<file path="src/rtl/parking_gate_controller.sv">
// Parking-lot gate controller: PIN check on keypad strobe, gate open/close,
// latched wrong-PIN alarm and latched tailgating alarm.
//
// state       | meaning
// ------------+-------------------------------------------------------------
// IDLE        | gate closed, no vehicle waiting, attempt count cleared
// WAIT_PIN    | vehicle on entry loop, waiting for keypad submissions
// OPEN        | correct PIN accepted, gate open until the vehicle leaves
// PIN_ALARM   | too many consecutive wrong PINs, locked until reset
// BLOCK_ALARM | tailgating seen while open, cleared by a correct PIN
module parking_gate_controller #(
  parameter logic [15:0] PASSWORD     = 16'h5990,
  parameter int          MAX_ATTEMPTS = 3,
  parameter int          CNT_W        = 2
) (
  input  logic             clk,
  input  logic             rst,
  input  logic             vehicle_arrival,
  input  logic             vehicle_left,
  input  logic [15:0]      code,
  input  logic             code_ack,
  output logic             gate_open,
  output logic             gate_close,
  output logic             wrong_pin,
  output logic             pin_alarm,
  output logic             block_alarm,
  output logic [CNT_W-1:0] attempts
);

  typedef enum logic [2:0] {
    IDLE        = 3'd0,
    WAIT_PIN    = 3'd1,
    OPEN        = 3'd2,
    PIN_ALARM   = 3'd3,
    BLOCK_ALARM = 3'd4
  } state_t;

  localparam logic [CNT_W-1:0] MAX_CNT = CNT_W'(MAX_ATTEMPTS);

  state_t           state, state_nx;
  logic             ack_q;
  logic             ack_rise;
  logic             code_ok;
  logic [CNT_W-1:0] attempts_nx;
  logic [CNT_W-1:0] attempts_inc;
  logic             wrong_nx;

  assign ack_rise     = code_ack & ~ack_q;
  assign code_ok      = (code == PASSWORD);
  assign attempts_inc = attempts + 1'b1;

  // Keypad strobe edge detector; held-high strobe counts once.
  always_ff @(posedge clk or negedge rst) begin
    if (!rst) ack_q <= 1'b0;
    else      ack_q <= code_ack;
  end

  // State, counter and registered output decodes (taken from next state so
  // every response is visible right after the edge that sampled its cause).
  always_ff @(posedge clk or negedge rst) begin
    if (!rst) begin
      state       <= IDLE;
      attempts    <= '0;
      wrong_pin   <= 1'b0;
      gate_open   <= 1'b0;
      gate_close  <= 1'b1;
      pin_alarm   <= 1'b0;
      block_alarm <= 1'b0;
    end else begin
      state       <= state_nx;
      attempts    <= attempts_nx;
      wrong_pin   <= wrong_nx;
      gate_open   <= (state_nx == OPEN);
      gate_close  <= (state_nx != OPEN);
      pin_alarm   <= (state_nx == PIN_ALARM);
      block_alarm <= (state_nx == BLOCK_ALARM);
    end
  end

  // Next-state, attempt counter and wrong-PIN pulse.
  always_comb begin
    state_nx    = state;
    attempts_nx = attempts;
    wrong_nx    = 1'b0;
    unique case (state)
      IDLE: begin
        attempts_nx = '0;
        if (vehicle_arrival) state_nx = WAIT_PIN;
      end
      WAIT_PIN: begin
        if (ack_rise) begin
          if (code_ok) begin
            state_nx    = OPEN;
            attempts_nx = '0;
          end else if (attempts < MAX_CNT) begin
            // Guarded so the count can never pass MAX_ATTEMPTS or wrap.
            wrong_nx    = 1'b1;
            attempts_nx = attempts_inc;
            if (attempts_inc == MAX_CNT) state_nx = PIN_ALARM;
          end
        end else if (!vehicle_arrival) begin
          state_nx    = IDLE;
          attempts_nx = '0;
        end
      end
      OPEN: begin
        if (vehicle_arrival && vehicle_left) state_nx = BLOCK_ALARM;
        else if (vehicle_left)              state_nx = IDLE;
      end
      PIN_ALARM: begin
        attempts_nx = MAX_CNT;
      end
      BLOCK_ALARM: begin
        if (ack_rise && code_ok) state_nx = IDLE;
      end
      default: begin
        state_nx    = IDLE;
        attempts_nx = '0;
      end
    endcase
  end

endmodule

</file>
<file path="config.mk">
export PLATFORM = sky130hd
export DESIGN_NAME = parking_gate_controller
export DESIGN_NICKNAME = d
export VERILOG_FILES = /design/src/rtl/parking_gate_controller.sv
export SDC_FILE = /design/constraint.sdc
export NUM_CORES = 1
export LEC_CHECK = 0
export CAP_MARGIN = 20
export CORE_MARGIN = 3
export CORE_UTILIZATION = 45
export DETAILED_ROUTE_END_ITERATION = 6
export PLACE_DENSITY = 0.89
export SYNTH_ARGS = -nofsm -noshare
export SYNTH_HDL_FRONTEND = slang
export SYNTH_SLANG_ARGS = --single-unit
</file>
<file path="constraint.sdc">
create_clock -name clk -period 4.4 [get_ports clk]
set_input_delay 0.88 -clock clk [delete_from_list [all_inputs] [get_ports clk]]
set_output_delay 0.88 -clock clk [all_outputs]
set_load 0.05 [all_outputs]
</file>
; Word level (Yosys, flattened, before mapping)
; Index checks and enable logic that the tools add are counted.
[classes]
muxes = 19
reduce_logical = 5
order_cmp = 1
n_addsub = 1
bitwise_logic = 3
n_eq_ne = 12
[ops]
columns = operator, count
row1 = $mux 3, 9
row2 = $eq 16x15->1 const B, 1
row3 = $pmux 3 s5, 1
row4 = $eq 3x2->1 const B, 4
row5 = $mux 2, 4
row6 = $eq 3x3->1 const B, 2
row7 = $pmux 2 s3, 1
row8 = $mux 1, 4
row9 = $ne 4x4->1 const B, 1
row10 = $eq 3x1->1 const B, 1
row11 = $logic_not 3->1, 1
row12 = $ne 3x2->1 const B, 1
row13 = $ne 3x3->1 const B, 1
row14 = $reduce_and 3->1, 1
row15 = $add 2x1->2 const B, 1
row16 = $eq 2x2->1 const B, 1
row17 = $logic_and 1x1->1, 2
row18 = $lt 2x2->1 const B, 1
row19 = $not 1->1, 2
row20 = $reduce_or 2->1, 1
row21 = $and 1x1->1, 1
[totals]
register_bits = 11
in_bits = 21
out_inout_bits = 7
elab_cells = 49

; Depth between registers and ports, before layout
[logic_depth]
ltp_word = 8
mapped_depth = 6
mapped_depth_nobuf = 6

; Worst setup path before layout
; OpenSTA, ideal clock, no wires.
[synth_path]
kind = in2reg
start = in code[3]
end = reg attempts[0]
required_time_ns = 4.274
path_buffers = 0
setup_slack_ns = 2.526
setup_ns = 0.126
arrival_ns = 1.747
cell_stages = 4
cell_sequence = nor4b_4 and4_4 nor3_1 a311o_1
[synth_via]
elab_chain_cells = 4
word_cells_on_any_way = 6
classes_between = eq/ne (2) / mux (3) / reduce/logical (1)
[synth_rtl]
columns = element, line_no
row1 = from (decl), 20  ; input logic [15:0] code,
row2 = $eq 16x15->1 (*), 49  ; assign code_ok = (code == PASSWORD);
row3 = $mux 2, 92  ; if (code_ok) begin
row4 = $mux 2, 91  ; if (ack_rise) begin
row5 = $pmux 2 s3, 85  ; unique case (state)
row6 = to (signal assigned), 71  ; attempts <= attempts_nx;
row7 = to (decl), 27  ; output logic [CNT_W-1:0] attempts
; Mark *: on every way between the ends. The rest lies on a longest branch, timed or not.
; A chain may end at the register's enable or synchronous reset.

; Final worst setup path
[layout_path]
start = reg gate_close
end = out gate_close
[layout_rtl]
columns = element, line_no
row1 = from (decl), 23  ; output logic gate_close,
row2 = from (signal assigned), 74  ; gate_close <= (state_nx != OPEN);
; No word-level cell between the ends.

==> reports/results.ini <==
[run_status]
status = complete, no violations

[clocking]
insertion_delay_ns = 0.27
numCtsBuffers = 3
cts-hold-fix-buffers = 0
clock-sinks = 11
cts-root-buf = clkbuf_4
htreeDepth = 1
ctsResizeCount = 0
clk_pin_slew_ns = 0.07
cts_setup_buffers = 0
cts_tree = done
cts.path.max_buffers = 2

[placed_design]
gp_congestion = 0.8039
portBuffers = 27
dp_hpwl_um = 1314

[power]
ir_drop_v = 0.0003127
p_leak_nw = 0.4132
powerDensity_nw_per_um2 = 472.1
total_power_mw = 0.4814

[routing]
ant_nets = 0
top_layer_used = met3
routed_via_density = 5.745
wl_met2_um = 836
dr.pass1.iters = 4
first_iter_violations = 22
wl_per_cell_um = 15.16
drt-met1-wl_um = 626
wl_met3_um = 144
via_count = 609
drt_drc_violations_left = 0
wl_um = 1607

[timing]
report.final.slew_viol_count = 0
hold_viol_final = 0
fin_worst_skew_ns = 0.001128
worstMarginPinSlew_ns = 0.5056
rsz0062_at_grt = false
setup_violations = 0
tns_ns = 0
slew_headroom_pct = 66.19
min_period_over_period_pct = 55.93
timing.fmax_mhz = 406.4
min_period_ns = 2.461

[setup_path]
critical_path_buf_inv_count = 1
critPathRequiredTime_ns = 3.52
r2r-end = gate_open
cp_cell_sequence = clkdlybuf4s50_1
critPathMaxFanout = 1
crit_family = buffers and inverters
critPathMaxStageDelay_ns = 0.80
worstSetupPathType = flip-flop to output pin
r2r_cells = 4
cp_slowest_cell = clkdlybuf4s50_1
worstSetupEndpointType = output pin
worstSetupStartpointType = flip-flop
r2r_start = state[2]
worstPathArrival_ns = 1.58
rrSetupSlack_ns = 2.79

[hold_path]
min_from = attempts[0]
min_to = attempts[0]
min_path_type = flip-flop to flip-flop
hold_depth = 1

[final_layout]
area_growth_pct = 40.76
ff_latch_area_um2 = 276.5
nNetsFinal = 115
fillers = 101
multiInputGateArea_um2 = 422.9
layout-drive-gt1-share_pct = 14.29
antennaDiodeCount = 0

[global_routing]
grt_pass1_wl_um = 2580
grt_max_degree = 15
grt-ovfl-total = 0
grt_usage_pct = 17.06
antenna_found_initial = 0
grt_pass1_vias = 623

[logic_synthesis]
synth_cell_types = 33
yosys_register_bits = 11
netlist_instances = 63
ys_seq_area_share_pct = 38.17
yosys_warnings = 0
synth_top_area_share_pct = 34.54
synth_area_leaders = dfrtp_1 (35%), nor4b_4 (6.6%), nand2b_1 (4.3%), o21ai_0 (4.1%), nand4bb_4 (3.8%)
synth_area_um2 = 724.4
syn-num-nets = 86
syn_area_per_cell_um2 = 11.50
yosysTopAreaCell = dfrtp_1

[floorplan]
io-pin-count = 28
dieArea_um2 = 2128
core_um2 = 1399
floorplan.initialDensity_pct = 51.79
die_h_um = 46.13
row_count = 13
die_x_um = 46.13

[job]
max-cap-violations = 0

==> layout by cell type, fill, tap and decap left out <==
cell type	synthesis	routed
a21o_1	1	1
a21oi_1	4	4
a221oi_2	1	1
a22oi_1	1	1
a2bb2oi_1	1	1
a311o_1	1	1
and2_1	1	1
and2b_1	2	2
and4_4	1	1
and4bb_1	2	2
clkbuf_4	0	3
clkdlybuf4s50_1	0	27
clkinv_2	0	1
dfrtp_1	10	10
dfstp_2	1	1
ha_1	2	2
inv_1	1	1
nand2_1	2	2
nand2b_1	5	5
nand3_1	1	1
nand3b_1	1	1
nand4_2	1	1
nand4bb_4	1	1
nor2_1	2	2
nor2b_1	1	1
nor3_1	2	2
nor4_1	2	2
nor4b_4	2	2
o21ai_0	6	6
o31ai_4	1	1
o32a_4	1	1
or3_1	1	1
or4_1	1	1
xor2_1	1	1
==> per-stage QoR <==
| step | worst slack [ns] | cell area, µm² | instances | utilization (%) | hold WS (ns) |
|---|---|---|---|---|---|
| floorplan | 2.526 | 724.4 | 63 | - | 0.5844 |
| CTS | 1.924 | 1020 | 106 | 72.90 | 0.6643 |
| detailed placement | 1.916 | 992.2 | 102 | 70.93 | 0.6431 |
| global route | 1.884 | 1020 | 106 | 72.90 | 0.7185 |
| global placement | 1.953 | 992.2 | 102 | 70.93 | 0.6453 |
| finish | 1.939 | 1020 | 106 | 72.90 | 0.6605 |
==> synth_stat cells <==
cell       count
nor4b_4        2
o21ai_0        6
inv_1          1
buf_6          1
buf_2          2
a21oi_1        4
and2_1         1
and4_4         1
nand2_1        2
nand4bb_4      1
nand2b_1       5
ha_1           2
a22oi_1        1
and2b_1        2
or3_1          1
o32a_4         1
o31ai_4        1
and4bb_1       2
or4_1          1
nor3_1         2
a221oi_2       1
a311o_1        1
xor2_1         1
dfstp_2        1
nand3_1        1
nor2b_1        1
nand3b_1       1
dfrtp_1       10
a2bb2oi_1      1
nor2_1         2
a21o_1         1
nand4_2        1
nor4_1         2
==> per-layer routing <==
metal	GRT usage (%)	vias to the layer above
li1	-	293
met1	20.15	283
met2	30.22	33
met3	6.250	0
met4	1.705	0
met5	0	-
==> logic make-up (layout without fill, tap and decap cells) <==
logic type	Yosys count	after routing	share of synthesized area (%)
flops	11	11	38.17
xor+xnor	1	1	1.209
fa+ha+maj	2	2	3.454
buf+inv	4	32	3.454
compound gates	17	17	19.69
simple gates	28	28	34.03
==> sequential cells by signal, indices dropped and copies added, names as in the netlist <==
name / cells
wrong_pin: 1
gate_open: 1
gate_close: 1
attempts: 2
state: 3
block_alarm: 1
pin_alarm: 1
ack_q: 1
==> where the power goes <==
group          total (mW)  switching (mW)  internal (mW)
combinational       0.239           0.131          0.109
clock              0.0688          0.0351         0.0336
sequential          0.173          0.0448          0.129
==> worst max-delay path by stage <==
stage	start	endpoint	slack (ns)	cells after the start
2_1_floorplan	code[3]	attempts[0]	2.53	4
5_1_grt	attempts[0]	attempts[0]	1.88	1
4_1_cts	gate_close	gate_close	1.92	1
6_report	gate_close	gate_close	1.94	1
3_5_place_dp	code_ack	attempts[1]	1.92	5
3_3_place_gp	code_ack	attempts[1]	1.95	5
==> final cells by class <==
type	instances	area share (%)
well taps	15	1.840
inverters	1	0.3681
clock inverters	1	0.4908
repair buffers	27	26.50
multi-input cells	48	41.47
flip-flops and latches	11	27.12
clock buffers	3	2.209
(Power assumes the default switching activity.)
